`src/rtl/tl45_pkg.sv`:
```
// Shared Wishbone widths and bus-owner encoding for the tl45 memory/IO bus.
package tl45_pkg;

  localparam int unsigned WB_AW = 30;
  localparam int unsigned WB_DW = 32;
  localparam int unsigned WB_SW = 4;

  typedef enum logic [1:0] {
    OWN_NONE = 2'd0,
    OWN_A    = 2'd1,
    OWN_B    = 2'd2
  } owner_e;

endpackage

```
`src/rtl/tl45_wb_watchdog.sv`:
```
// Bus watchdog: counts cycles without a slave response and flags a hung slave.
module tl45_wb_watchdog
  import tl45_pkg::*;
#(
  parameter int unsigned TIMEOUT_CYCLES = 255,
  parameter int unsigned TW             = 8
) (
  input  logic i_clk,
  input  logic i_reset_n,
  input  logic i_clear,
  input  logic i_enable,
  output logic o_timeout
);

  localparam bit ENABLED = (TIMEOUT_CYCLES != 0);

  logic [TW-1:0] count;

  always_ff @(posedge i_clk or negedge i_reset_n) begin
    if (!i_reset_n) begin
      count <= '0;
    end else if (i_clear) begin
      count <= '0;
    end else if (i_enable) begin
      count <= count + TW'(1);
    end
  end

  // The clear path always fires in the timeout cycle, so the count never passes the limit.
  assign o_timeout = ENABLED && (count == TW'(TIMEOUT_CYCLES));

endmodule

```
`src/rtl/tl45_wb_arbiter.sv`:
```
// Two-master (fetch A, memory B) to one-slave pipelined Wishbone arbiter with a
// grant held for the whole CYC and a watchdog that turns a hung slave into ERR.
module tl45_wb_arbiter
  import tl45_pkg::*;
#(
  parameter bit          OPT_ROUND_ROBIN = 1'b1,
  parameter int unsigned TIMEOUT_CYCLES  = 255,
  parameter int unsigned TW              = 8
) (
  input  logic             i_clk,
  input  logic             i_reset_n,

  input  logic             i_a_cyc,
  input  logic             i_a_stb,
  input  logic             i_a_we,
  input  logic [WB_AW-1:0] i_a_addr,
  input  logic [WB_DW-1:0] i_a_data,
  input  logic [WB_SW-1:0] i_a_sel,
  output logic             o_a_ack,
  output logic             o_a_stall,
  output logic             o_a_err,
  output logic [WB_DW-1:0] o_a_data,

  input  logic             i_b_cyc,
  input  logic             i_b_stb,
  input  logic             i_b_we,
  input  logic [WB_AW-1:0] i_b_addr,
  input  logic [WB_DW-1:0] i_b_data,
  input  logic [WB_SW-1:0] i_b_sel,
  output logic             o_b_ack,
  output logic             o_b_stall,
  output logic             o_b_err,
  output logic [WB_DW-1:0] o_b_data,

  output logic             o_wb_cyc,
  output logic             o_wb_stb,
  output logic             o_wb_we,
  output logic [WB_AW-1:0] o_wb_addr,
  output logic [WB_DW-1:0] o_wb_data,
  output logic [WB_SW-1:0] o_wb_sel,
  input  logic             i_wb_ack,
  input  logic             i_wb_stall,
  input  logic             i_wb_err,
  input  logic [WB_DW-1:0] i_wb_data,

  output logic [1:0]       o_owner
);

  owner_e owner, owner_nxt;
  logic   last_b, last_b_nxt;   // last_served: 0 = A, 1 = B
  logic   own_cyc;
  logic   wb_event;
  logic   wd_expired;
  logic   timeout;

  assign own_cyc  = ((owner == OWN_A) && i_a_cyc) || ((owner == OWN_B) && i_b_cyc);
  assign wb_event = i_wb_ack || i_wb_err;
  // A slave response in the limit cycle wins over the forced error.
  assign timeout  = wd_expired && own_cyc && !wb_event;

  tl45_wb_watchdog #(
    .TIMEOUT_CYCLES (TIMEOUT_CYCLES),
    .TW             (TW)
  ) u_watchdog (
    .i_clk     (i_clk),
    .i_reset_n (i_reset_n),
    .i_clear   (!own_cyc || wb_event || timeout),
    .i_enable  (own_cyc),
    .o_timeout (wd_expired)
  );

  always_ff @(posedge i_clk or negedge i_reset_n) begin
    if (!i_reset_n) begin
      owner  <= OWN_NONE;
      last_b <= 1'b0;
    end else begin
      owner  <= owner_nxt;
      last_b <= last_b_nxt;
    end
  end

  always_comb begin
    owner_nxt  = owner;
    last_b_nxt = last_b;
    o_wb_cyc   = 1'b0;
    o_wb_stb   = 1'b0;
    o_wb_we    = 1'b0;
    o_wb_addr  = '0;
    o_wb_data  = '0;
    o_wb_sel   = '0;
    o_a_ack    = 1'b0;
    o_a_err    = 1'b0;
    o_a_data   = '0;
    o_a_stall  = i_a_cyc;
    o_b_ack    = 1'b0;
    o_b_err    = 1'b0;
    o_b_data   = '0;
    o_b_stall  = i_b_cyc;

    case (owner)
      OWN_NONE: begin
        if (i_a_cyc && i_b_cyc) begin
          owner_nxt = (OPT_ROUND_ROBIN && last_b) ? OWN_A : OWN_B;
        end else if (i_a_cyc) begin
          owner_nxt = OWN_A;
        end else if (i_b_cyc) begin
          owner_nxt = OWN_B;
        end
      end

      OWN_A: begin
        o_wb_cyc  = i_a_cyc && !timeout;
        o_wb_stb  = i_a_cyc && i_a_stb && !timeout;
        o_wb_we   = i_a_we;
        o_wb_addr = i_a_addr;
        o_wb_data = i_a_data;
        o_wb_sel  = i_a_sel;
        o_a_ack   = i_wb_ack && i_a_cyc;
        o_a_err   = (i_wb_err && i_a_cyc) || timeout;
        o_a_stall = i_wb_stall;
        o_a_data  = i_wb_data;
        // Release hands the bus straight to a waiting B with no idle cycle.
        if (!i_a_cyc) begin
          last_b_nxt = 1'b0;
          owner_nxt  = i_b_cyc ? OWN_B : OWN_NONE;
        end else if (timeout) begin
          last_b_nxt = 1'b0;
          owner_nxt  = OWN_NONE;
        end
      end

      OWN_B: begin
        o_wb_cyc  = i_b_cyc && !timeout;
        o_wb_stb  = i_b_cyc && i_b_stb && !timeout;
        o_wb_we   = i_b_we;
        o_wb_addr = i_b_addr;
        o_wb_data = i_b_data;
        o_wb_sel  = i_b_sel;
        o_b_ack   = i_wb_ack && i_b_cyc;
        o_b_err   = (i_wb_err && i_b_cyc) || timeout;
        o_b_stall = i_wb_stall;
        o_b_data  = i_wb_data;
        if (!i_b_cyc) begin
          last_b_nxt = 1'b1;
          owner_nxt  = i_a_cyc ? OWN_A : OWN_NONE;
        end else if (timeout) begin
          last_b_nxt = 1'b1;
          owner_nxt  = OWN_NONE;
        end
      end

      default: begin
        owner_nxt = OWN_NONE;
      end
    endcase
  end

  assign o_owner = owner;

endmodule

```
`config.mk`:
```
export PLATFORM = sky130hd
export DESIGN_NAME = tl45_wb_arbiter
export DESIGN_NICKNAME = d
export VERILOG_FILES = /design/src/rtl/tl45_pkg.sv /design/src/rtl/tl45_wb_watchdog.sv /design/src/rtl/tl45_wb_arbiter.sv
export SDC_FILE = /design/constraint.sdc
export NUM_CORES = 1
export LEC_CHECK = 0
export BUFFER_PORTS_ARGS = -buffer_cell sky130_fd_sc_hd__buf_2
export CORE_AREA = 2 2 123 125
export CTS_BUF_LIST = sky130_fd_sc_hd__clkbuf_2 sky130_fd_sc_hd__clkbuf_4 sky130_fd_sc_hd__clkbuf_8
export DETAILED_ROUTE_END_ITERATION = 6
export DIE_AREA = 0 0 125 127
export PLACE_DENSITY_LB_ADDON = 0.05
export SYNTH_ARGS = -nofsm -noshare
export SYNTH_HDL_FRONTEND = slang
export SYNTH_SLANG_ARGS = --single-unit
```
`constraint.sdc`:
```
create_clock -name i_clk -period 2.7 [get_ports i_clk]
set_clock_uncertainty 0.2 [all_clocks]
set_input_delay 0.54 -clock i_clk [delete_from_list [all_inputs] [get_ports i_clk]]
set_output_delay 0.54 -clock i_clk [all_outputs]
set_load 0.01 [all_outputs]
```
==> metrics.txt, run 1 <==
vias in the first global route=3,201; Worst setup SP type=flop; CTS max path bufs=2; fmax=388 MHz; chip height=127 µm; DRT iter0 DRCs=152; slowest stage delay, CP=0.43 ns; Tightest Pin Transition=0.476 ns; fin nets=792; htree depth=1; # setup viols final=0; post-DP HPWL=9930 µm; switching power=1480 µW; critical path depth=6; CP Class=reg -> out; gp weighted congestion=0.837; PD cells=719 nW/µm²; Worst Setup EP=o_wb_cyc; Worst-path clk slew=0.06 ns; Slew Limit Fails=0; Seq pwr share=0.069; Seq cells post-synth=11; Num CTS Buffers=3; sum of buffers and inverters on the critical path=3; Avg Vias per Cell=4.29; Mean Syn Cell Area=6.92 µm²; Pwr Total=2920 µW; initial antenna violation count=2; chip width=125 µm; worst vdd ir=0.308 mV; I/O pin count=316; largest net degree at the start of global routing=110; Unique masters post-synth=35; die area=15,900 µm²; grt ovf=0; CP top delay family=buffers and inverters; Initial Utilization=0.151; crit-path cells=inv_2 -> ha_4 -> buf_16 -> mux2i_1 -> nor2_1 -> buf_2; synthesized area=2180 µm²; WHS=0.254 ns; share of layout cells above drive strength 1=0.553; CTS Sinks=11; post-synthesis sequential area ratio=0.126; Final min period=2.58 ns; vias=3,411; Hold Vio Cnt, Final=0; DRC=0; Data required, critical path=1.96 ns; drt wl/cell=15.8 µm; core area=14,400 µm²; Yosys warning count=0; Pint=1450 µW; CP Launch Point=o_owner[0]; slowest CP cell=dfrtp_1; arrival time at the worst endpoint=1.84 ns; Worst R2R Start=u_watchdog.count[0]; Final Util=0.282; worst-path fanout max=109; top cells by area, synth=a22oi_1 (23%), nor2b_1 (20%), and2_1 (18%); DR pass1 iterations=4; Root Buffer=clkbuf_8; Slew headroom=0.683; CP Capture Type=output pin; worst min path class=reg -> reg; Rows=44; clock power share=0.057; Cells after Synth=315; clk_lat worst skew=0.24 ns; post-route ant nets=0; top cell type by total area after synthesis=a22oi_1; Mapped Nets=495; Leakage Power=0.00224 µW; setup slack, reg-to-reg=0.72 ns; outcome=finished, final reports clean; worst reg2reg path endpoint=last_b; number of max-cap violations=0; worst r2r path cells=5; switch share=0.505; DRT Wirelength=12,500 µm; top cell type's share of synthesized area=0.234; CTS tree=built; crit share post-route=0.955; # Post-CTS Setup Buffers=0; logic gate share of total power=0.874; RSZ-0062 raised after global routing=no; global-route wire length before repair=18,000 µm; gr usage total=0.139; # port buffers=315; area delta synth->final=86.6%
synthesized netlist by cell type, drive strengths merged:
cell and number:
a211o 1, or3 1, buf 4, ha 5, xor2 2, clkbuf 30
nor2 11, and3 5, dfrtp 11, a31oi 1, o21ai 3, nand2b 2
and2 64, o21bai 1, o21a 1, a21oi 4, inv 6, o22ai 1
a22oi 69, nand2 9, o31a 1, xnor2 3, a32o 1, or4 1
or2 2, mux2 1, a21boi 2, mux2i 1, nand4 1, nand3 3
nor2b 68
layout make-up:
cell class | count | area (µm²)
fillers | 1646 | 10400
multi-input cells | 264 | 1780
repair buffers | 326 | 1710
flip-flops and latches | 11 | 275
well taps | 184 | 230
clock buffers | 3 | 41.3
inverters | 6 | 22.5
clock inverters | 1 | 5.00
diodes | 1 | 2.50
metrics by stage:
stage | cell area, µm² | instances | setup WS, ns | setup TNS (ns)
after detailed placement | 3990 | 790 | 0.00558 | 0
final | 4070 | 796 | 0.123 | 0
after global placement | 3990 | 790 | -0.0288 | -0.0288
after global routing | 4070 | 796 | 0.0148 | 0
after floorplan | 2180 | 315 | 0.141 | 0
after CTS | 4050 | 795 | 0.0195 | 0
worst register-to-register path: cells and delay by family, from the launching register on:
kind / cells / cell delay, ns
AOI/OAI and AO/OA: 2 / 0.41
adders and majority gates: 1 / 0.20
and+or+nand+nor: 2 / 0.69
DFF: 1 / 0.36
worst min-delay path by stage:
stage / from / to / slack (ns) / cells past startpoint
finish: u_watchdog.count[0] / u_watchdog.count[0] / 0.25 / 1
global route: u_watchdog.count[0] / u_watchdog.count[0] / 0.28 / 1
CTS: u_watchdog.count[0] / u_watchdog.count[0] / 0.26 / 1
detailed placement: i_reset_n / last_b / 0.24 / 1
global placement: i_reset_n / last_b / 0.24 / 1
floorplan: i_reset_n / last_b / 0.04 / 0
cells in the final DEF, fill, tap and decap left out, drive strengths merged, types with 2 or more instances in the layout:
| cell type | instances |
|---|---|
| nand2 | 9 |
| and3 | 5 |
| nand2b | 2 |
| or2 | 2 |
| inv | 6 |
| dfrtp | 11 |
| nor2 | 11 |
| a22oi | 69 |
| ha | 5 |
| o21ai | 3 |
| clkbuf | 3 |
| buf | 325 |
| and2 | 64 |
| a21oi | 4 |
| a21boi | 2 |
| xnor2 | 3 |
| xor2 | 2 |
| nand3 | 3 |
| nor2b | 68 |
timing repair:
item	in CTS	in global routing
hold buffers	1	0
pin swaps	0	1
setup endpoints to repair	4	6
hold endpoints to repair	11	0
gates resized for setup	3	2
layer usage:
metal  part of all wire  GRT usage  vias to the layer above
met2               0.55      0.279                      138
met4             0.0081     0.0196                        2
met5             0.0011          0                        -
met1               0.38      0.158                     1586
li1                   -          -                     1677
met3              0.056     0.0201                        8
state kept, by name, summed over array words and instances (netlist names):
name              flops
last_b                1
o_owner               2
u_watchdog.count      8
power groups by stage:
stage	Combinational [µW]	Sequential [µW]	Clock [µW]
global placement	2580	203	0
floorplan	1520	213	0
finish	2560	202	167
CTS	2600	203	173
global route	2810	206	183
detailed placement	2590	205	0
cell families after synthesis:
kind of cell               count (synthesis)  share of synthesized area
adders and majority gates                  5                     0.0287
muxes                                      2                    0.00976
buffers and inverters                     40                     0.0718
and+or+nand+nor                          167                      0.455
xor gates and xnor gates                   5                     0.0201
AOI/OAI and AO/OA                         85                      0.288
DFF                                       11                      0.126
Power figures use the tool's default switching activity.
==> inputs of run 2 (changes only) <==
==> constraint.sdc (replaced) <==
create_clock -name i_clk -period 2.7 [get_ports i_clk]
set_clock_uncertainty 0.2 [all_clocks]
set_input_delay 0.27 -clock i_clk [delete_from_list [all_inputs] [get_ports i_clk]]
set_output_delay 0.27 -clock i_clk [all_outputs]
set_load 0.01 [all_outputs]
==> run 2 against run 1 <==
Effect of this change:
- register-to-register slack worse by 0.20 ns
- global-route usage rose by 0.18 points
- routed wire length is 1.2% lower
- die area is the same
- power is 1.8% lower
- critical path type unchanged
==> metrics.txt, run 2 (synthesized netlist as in run 1, its figures left out) <==
outcome=finished, final reports clean; CP Class=reg -> out; Worst setup SP type=flop; Tightest Pin Transition=0.479 ns (+0.00336 ns); switching power=1460 µW (-1.1%); global-route wire length before repair=18,200 µm (+0.96%); Storage cell area=275 µm² (unchanged); DRT Wirelength=12,400 µm (-1.2%); TNS Setup=0 ns (unchanged); Avg Vias per Cell=4.22 (-1.5%); Final min period=2.55 ns (-0.0281 ns); I/O pin count=316 (unchanged); share of layout cells above drive strength 1=0.545 (-0.00774); die area=15,900 µm² (unchanged); commonest cells after routing, fill and taps aside=buf_2 (315), a22oi_1 (68), nor2b_1 (68); CP Capture Type=output pin; CTS Sinks=11 (unchanged); Num CTS Buffers=3 (unchanged); area delta synth->final=84.0%; Seq pwr share=0.073 (+0.004); worst-path fanout max=7 (-94%); post-route ant nets=0 (unchanged); Worst-path clk slew=0.05 ns (about the same); multi-input combinational cell area=1780 µm² (-0.28%); DRC=0 (unchanged); fmax=392 MHz (+1.1%); number of max-cap violations=0 (unchanged); largest net degree at the start of global routing=110 (unchanged); Slew headroom=0.680 (-0.00224); worst vdd ir=0.341 mV (+11%); Pint=1410 µW (-2.5%); CTS max path bufs=2 (unchanged); arrival time at the worst endpoint=2.08 ns (+0.24 ns); RSZ-0062 raised after global routing=no; crit share post-route=0.944 (-0.0104); DRT iter0 DRCs=156 (+2.6%); gp weighted congestion=0.883 (+5.4%); # port buffers=315 (unchanged); # Post-CTS Setup Buffers=0 (unchanged); Slew Limit Fails=0 (unchanged); Most Used Layer, Global Route=met2; # setup viols final=0 (unchanged); Initial Utilization=0.151 (unchanged); logic gate share of total power=0.869 (-0.005); vias=3,334 (-2.3%); Leakage Power=0.00221 µW (-1.4%); gr usage total=0.141 (+0.00185); Placed Area=3950 µm² (-1.1%); Most flops, register=u_watchdog.count; drt wl/cell=15.7 µm (-0.49%); fin nets=786 (-0.76%); most common cell after layout, fill and taps aside=buf_2; fill count=1,634 (-0.73%); CTS tree=built; core area=14,400 µm² (unchanged); met3 Track Usage GR=0.0184 (-0.00168); htree depth=1 (unchanged); initial antenna violation count=1 (-1); met2 Use GR=0.281 (+0.00160); Data required, critical path=2.23 ns (+0.27 ns); Hold Vio Cnt, Final=0 (unchanged); Rows=44 (unchanged); vias in the first global route=3,147 (-1.7%); switch share=0.509 (+0.00347); chip width=125 µm (unchanged); grt ovf=0 (unchanged); DR pass1 iterations=5 (+1); max reg flops=8 (unchanged); Root Buffer=clkbuf_8; PD cells=716 nW/µm² (-0.38%); worst min path class=in -> async; chip height=127 µm (unchanged); met1 usage=0.165 (+0.00736); fin area=4010 µm² (-1.4%); clk_lat worst skew=0.24 ns (about the same); post-DP HPWL=9810 µm (-1.3%); clock power share=0.057 (about the same)
[run 2: cell types whose count changed in the layout (fill, tap and decap cells not counted)]
cell / change
buf_4: -6
a21boi_1: -1
nand3_1: +1
a21boi_0: +1
buf_12: +1
inv_1: +1
nand3_2: -1
inv_2: -1
buf_16: -1
[run 2: routing by layer]
metal  wire length [µm]  vias to the layer above  part of all wire
met2               6860                      133              0.55
met3                680                        4             0.055
met1               4790                     1528              0.39
li1                   -                     1669                 -
met4                 53                        0            0.0043
met5                  0                        -                 0
[run 2: final timing paths]
check	slack (ns)	depth (start not counted)	end	start
max	0.15	7	o_wb_cyc	o_owner[0]
min	0.23	2	u_watchdog.count[2]	i_reset_n
max reg2reg	0.52	6	last_b	o_owner[0]
min reg2reg	0.25	1	u_watchdog.count[0]	u_watchdog.count[0]
max in group asynchronous	1.86	2	u_watchdog.count[6]	i_reset_n
min in group i_clk	0.25	1	u_watchdog.count[0]	u_watchdog.count[0]
[run 2: power groups by stage]
stage | Combinational (µW) | Sequential, µW | Clock (µW)
6_report | 2500 | 211 | 165
5_1_grt | 2770 | 215 | 182
4_1_cts | 2560 | 212 | 174
3_5_place_dp | 2550 | 214 | 0
3_3_place_gp | 2550 | 213 | 0
2_1_floorplan | 1520 | 213 | 0
[run 2: per-stage QoR]
step / hold slack [ns] / utilization / cells / setup WS (ns) / total power (µW)
after global placement: -0.0325 / 0.274 / 784 / 0.289 / 2760
after floorplan: -0.226 / - / 315 / 0.411 / 1730
after detailed placement: -0.0335 / 0.274 / 784 / 0.279 / 2770
after CTS: 0.236 / 0.278 / 789 / 0.0189 / 2940
final: 0.231 / 0.278 / 790 / 0.151 / 2870
after global routing: 0.271 / 0.278 / 790 / 0.0556 / 3160
[run 2: final cells by class]
cell class	count	share of cell area
Antenna cell	1	0.000624
Clock buffer	3	0.0103
Sequential cell	11	0.0686
Inverter	6	0.00562
Timing Repair Buffer	320	0.412
Tap cell	184	0.0574
Multi-Input combinational cell	264	0.444
Clock inverter	1	0.00125
[run 2: worst max-delay path: stages (launching register included)]
cell	delay, ns
dfrtp_1	0.46
inv_1	0.16
ha_4	0.17
a22oi_2	0.06
or4_4	0.60
nand2_1	0.16
nor2_1	0.08
buf_2	0.14
[run 2: repair_timing]
action | 4_1_cts | 5_1_grt
gates resized for setup | 0 | 1
endpoints found under the setup margin | 0 | 3
hold endpoints to repair | 11 | 0
hold buffers | 1 | 0
